==> config.mk <==
export PLATFORM = sky130hd
export DESIGN_NAME = usb_result_tx
export DESIGN_NICKNAME = d
export VERILOG_FILES = /design/src/rtl/usb_result_tx.sv
export SDC_FILE = /design/constraint.sdc
export NUM_CORES = 1
export LEC_CHECK = 0
export ABC_CLOCK_PERIOD_IN_PS = 15520
export CAP_MARGIN = 20
export CORE_ASPECT_RATIO = 1.75
export CORE_MARGIN = 2
export CORE_UTILIZATION = 40
export CTS_BUF_LIST = sky130_fd_sc_hd__clkbuf_2
export CTS_CLUSTER_DIAMETER = 80
export DETAILED_ROUTE_END_ITERATION = 10
export PLACE_DENSITY = 0.75
export SLEW_MARGIN = 10
export SYNTH_ARGS = -nofsm -noshare
export SYNTH_HDL_FRONTEND = slang
export SYNTH_SLANG_ARGS = --single-unit
==> constraint.sdc <==
create_clock -name clk -period 15.52 [get_ports clk]
set_input_delay 1.552 -clock clk [delete_from_list [all_inputs] [get_ports clk]]
set_output_delay 1.552 -clock clk [all_outputs]
set_load 0.01 [all_outputs]
==> src/rtl/usb_result_tx.sv <==
// Serialises one classification result (class + scores) into a checksummed byte frame for the host link.
// Header byte appears the cycle after acceptance; each byte is held until the host acks it.
module usb_result_tx #(
    parameter int          NUM_CLASSES = 10,
    parameter int          SCORE_W     = 16,
    parameter logic [7:0]  HDR_BYTE    = 8'hA5
) (
    input  logic                           clk,
    input  logic                           rst_n,
    input  logic                           result_valid,
    output logic                           result_ready,
    input  logic [3:0]                     result_class,
    input  logic [NUM_CLASSES*SCORE_W-1:0] result_scores,
    output logic [7:0]                     usb_data_out,
    output logic                           usb_data_ready,
    input  logic                           usb_tx_ack,
    output logic                           busy,
    output logic [15:0]                    frames_sent
);

    localparam int BPS   = SCORE_W / 8;
    localparam int NB    = NUM_CLASSES * BPS;
    localparam int CW    = $clog2(NB + 1);
    localparam int DEPTH = 1 << CW;
    localparam logic [CW-1:0] LAST = CW'(NB - 1);

    typedef enum logic [2:0] {IDLE, HDR, CLS, SCORE, CSUM} state_t;

    state_t         state;
    logic [7:0]     sbytes [DEPTH];
    logic [3:0]     cls;
    logic [7:0]     csum;
    logic [CW-1:0]  cnt;
    logic [CW-1:0]  nxt;
    logic           hs;
    logic           accept;

    assign hs     = usb_data_ready && usb_tx_ack;
    assign accept = result_valid && result_ready;
    assign nxt    = cnt + CW'(1);

    // Scores are flattened into wire order (MSB byte of each score first) at acceptance.
    always_ff @(posedge clk) begin
        if (accept) begin
            for (int i = 0; i < NUM_CLASSES; i++) begin
                for (int j = 0; j < BPS; j++) begin
                    sbytes[CW'(i*BPS + j)] <= result_scores[i*SCORE_W + (BPS-1-j)*8 +: 8];
                end
            end
        end
    end

    always_ff @(posedge clk or negedge rst_n) begin
        if (!rst_n) begin
            state          <= IDLE;
            usb_data_out   <= '0;
            usb_data_ready <= 1'b0;
            busy           <= 1'b0;
            frames_sent    <= '0;
            result_ready   <= 1'b0;
            cls            <= '0;
            csum           <= '0;
            cnt            <= '0;
        end else begin
            case (state)
                IDLE: begin
                    result_ready <= 1'b1;
                    if (accept) begin
                        cls            <= result_class;
                        csum           <= '0;
                        cnt            <= '0;
                        usb_data_out   <= HDR_BYTE;
                        usb_data_ready <= 1'b1;
                        busy           <= 1'b1;
                        result_ready   <= 1'b0;
                        state          <= HDR;
                    end
                end
                HDR: begin
                    if (hs) begin
                        usb_data_out <= {4'h0, cls};
                        state        <= CLS;
                    end
                end
                CLS: begin
                    if (hs) begin
                        csum         <= csum + usb_data_out;
                        usb_data_out <= sbytes[cnt];
                        state        <= SCORE;
                    end
                end
                SCORE: begin
                    if (hs) begin
                        csum <= csum + usb_data_out;
                        if (cnt == LAST) begin
                            // Final checksum folds in the score byte being consumed now.
                            usb_data_out <= csum + usb_data_out;
                            state        <= CSUM;
                        end else begin
                            cnt          <= nxt;
                            usb_data_out <= sbytes[nxt];
                        end
                    end
                end
                CSUM: begin
                    if (hs) begin
                        usb_data_ready <= 1'b0;
                        busy           <= 1'b0;
                        result_ready   <= 1'b1;
                        frames_sent    <= frames_sent + 16'd1;
                        state          <= IDLE;
                    end
                end
                default: state <= IDLE;
            endcase
        end
    end

endmodule
==> implementation parameters <==
Parameter                              Value

Pwr
  VDD IR-drop max    0.0000763 V
  Switching power summed over all nets    0.000686 W
  Leakage power of the design    4.52 nW
  Final Power    0.00194 W
  Areal power density over the cells    154 nW/um^2
  Combinational cell fraction of total power    41.6%
  Sw Ratio    35.3%
  Part of the power in the clock network    17.9%
  Sequential power share    40.5%
  Power Internal    0.00126 W

Floorplan
  Initial cell density of the core    40.6%
  Core area    24600 sq um
  Chip Height    213 um
  Overall die area    26300 sq um
  Die Span X    124 um
  # rows    76
  I/O pin count    195

Timing
  Slew headroom    24.8%
  Number of setup violations in the final report    0
  Largest clock skew in the final design    0.0866 ns
  Highest achievable clock rate    272 MHz
  Tightest Pin Transition    1.13 ns
  RSZ-0062 raised after global routing    false
  Portion of the clock cycle consumed by the worst path in the final layout    23.7%
  Total count of hold-check failures in the final report    0
  Sum of negative setup slack    0 ns
  Post-layout minimum cycle time    3.68 ns
  Max-slew violation count    0

Detailed routing
  Metal3 WL    1180 um
  Routed metal-1 wirelength    8470 um
  Post-detailed-route count of antenna-violating nets    0
  Detailed-route wire length    24800 um
  Via/cell ratio    5.52
  Top Layer Used    met4
  First drt pass iteration count    5
  Overall via count from detail_route    6539
  First-iteration detailed-routing DRC count    385
  Length of routed met2 wiring    14100 um
  Residual DRC    0
  DR WL/cell    20.9 um

Clock network
  Maximum clock insertion buffer count    3
  Number of buffers added for setup after CTS    0
  Library cell used as clock root buffer    clkbuf_2
  H-Tree Level Count    2
  CTS sink cnt    206
  Number of gates resized after cts    0
  Count of hold-fix buffers inserted at cts    0
  CTS clk-pin slew, worst paths    0.12 ns
  Clock latency on the worst-skew pair    0.82 ns
  CTS tree    done
  Number of CTS-inserted buffers    47

Synth
  Dominant synthesized flop cell    edfxtp_1
  Post-synthesis cell count    621
  Largest area contributor in the netlist    edfxtp_1
  Synth top area share    48.1%
  Number of library cell types mapped by synthesis    60
  Share of flip-flops with an asynchronous set or reset    22.3%
  Synth Register Bits    206
  Synthesis Warnings    0
  Post-synthesis area per instance    16.1 sq um
  Number of nets in the synthesized netlist    799
  Leading cell types by total area after synthesis    edfxtp_1 48%, mux4_2 17%, dfrtp_1 12%
  Netlist area before placement    10000 sq um
  Number of enable-type register cells in the synthesized netlist    160
  Sequential share of the synthesized area    59.6%

Finish
  Final Net Count    1011
  Seq. cell area    5960 sq um
  Total area of multi-input combinational cells    3740 sq um
  Synth-to-layout area growth    26.0%
  Number of fill cells in the layout    2069
  Fraction of layout cells with a size suffix above 1    20.2%

Global route
  Overall Global Routing Usage    19.5%
  Maximum number of pins on one net before global-route repair    63
  Overflow left after global routing    0
  Antenna violations before repair    4
  First-pass GRT wire length    38300 um
  Vias in the first global route    7016

Placed design
  Quantity of I/O buffers inserted on ports    194
  Routability congestion estimate    0.860
  Detailed-placement wirelength estimate    18200 um

Worst setup path
  Maximum fanout encountered on the critical timing path    62
  Worst-case register-to-register setup slack    12.11 ns
  Required time at the endpoint of the critical path    16.24 ns
  Start-to-end type of the worst setup path    input port to flip-flop
  WP data arrival    4.40 ns
  Slowest CP cell    a21oi_1
  Cell breakdown of the critical path    clkdlybuf4s50_1 -> and2_4 -> nand2_1 -> a21oi_1 -> o221ai_1 -> o22a_1
  Element type at the critical path end    flip-flop
  Critical Path Start Type    input port
  Slowest cell delay on critical path    0.86 ns

Outcome
  Result of the run    complete, no violations

Job
  Number of max-cap violations    0

Hold path
  Path class of the lowest-slack min-delay path    flip-flop to flip-flop
per-layer routing:
metal	track usage (%)	vias up
met5	0	-
met4	10.4	0
met3	3.50	59
met2	35.7	257
met1	20.9	3247
li1	-	2976
synth_stat cells (all sizes together) (10+ instances only):
| cell | count |
|---|---|
| nand3 | 19 |
| a21oi | 17 |
| dfrtp | 46 |
| mux2i | 36 |
| inv | 13 |
| xor2 | 10 |
| o21ai | 19 |
| buf | 29 |
| edfxtp | 160 |
| nor2 | 23 |
| nand2 | 30 |
| xnor2 | 14 |
| clkbuf | 10 |
| mux4 | 75 |
power by group through the flow:
stage	Sequential (W)	Clock (W)	Combinational, W
3_3_place_gp	0.000793	0	0.000801
3_5_place_dp	0.000801	0	0.000808
6_report	0.000787	0.000347	0.000807
2_1_floorplan	0.000777	0	0.000613
5_1_grt	0.000801	0.000387	0.000874
4_1_cts	0.000788	0.000360	0.000813
critical path, delay by kind of cell:
kind,cells,cell delay [ns]
simple gates,2,0.99
buf+inv,1,0.46
compound gates,3,1.37
cells by family after synthesis:
kind of cell / count (synthesis) / share of synthesized area (%)
xor+xnor: 24 / 2.18
buf+inv: 52 / 3.10
compound gates: 97 / 6.72
mux: 119 / 21.4
fa+ha+maj: 10 / 1.33
simple gates: 113 / 5.71
flops: 206 / 59.6
area by class of cell:
cell class              instances  share of cell area (%)
flip-flops and latches        206                    47.3
multi-input cells             363                    29.7
repair buffers                202                    16.0
well taps                     312                    3.10
clock buffers                  66                    2.62
clock inverters                18                   0.815
inverters                      13                   0.387
diodes                          5                  0.0993
through the flow:
step / setup WS (ns) / cells / hold WS, ns / util (%) / instance area (sq um)
after floorplan: 8.57 / 621 / 0.472 / - / 10000
after global placement: 11.15 / 1095 / 0.463 / 49.2 / 12100
after detailed placement: 11.04 / 1095 / 0.473 / 49.2 / 12100
after CTS: 11.94 / 1179 / 0.489 / 51.0 / 12600
after global routing: 11.71 / 1184 / 0.517 / 51.1 / 12600
final: 11.84 / 1185 / 0.484 / 51.1 / 12600
path summary, 6_finish.rpt:
| kind | start | to | cells after the start |
|---|---|---|---|
| max | result_valid | usb_data_out[3] | 6 |
| min | frames_sent[15] | frames_sent[15] | 1 |
| max reg2reg | cnt[0] | usb_data_out[7] | 8 |
| min reg2reg | frames_sent[15] | frames_sent[15] | 1 |
| max in group asynchronous | rst_n | csum[5] | 2 |
| min in group asynchronous | rst_n | frames_sent[1] | 1 |
cell usage in the layout, fill, tap and decap left out, types with 9 or more instances in the layout:
| master | n |
|---|---|
| a21oi_1 | 17 |
| a22oi_1 | 9 |
| clkbuf_2 | 66 |
| clkdlybuf4s50_1 | 193 |
| clkinv_1 | 9 |
| dfrtp_1 | 44 |
| edfxtp_1 | 160 |
| inv_1 | 13 |
| mux2i_1 | 36 |
| mux4_2 | 75 |
| nand2_1 | 30 |
| nand3_1 | 19 |
| nor2_1 | 23 |
| o21ai_0 | 18 |
| xnor2_1 | 14 |
| xor2_1 | 9 |
sequential cells by signal, indices dropped and copies added, names as in the netlist:
signal	cells
result_ready	1
usb_data_out	8
frames_sent	16
busy	1
cls	4
sbytes	160
csum	8
cnt	5
state	3
(Power assumes the default switching activity.)
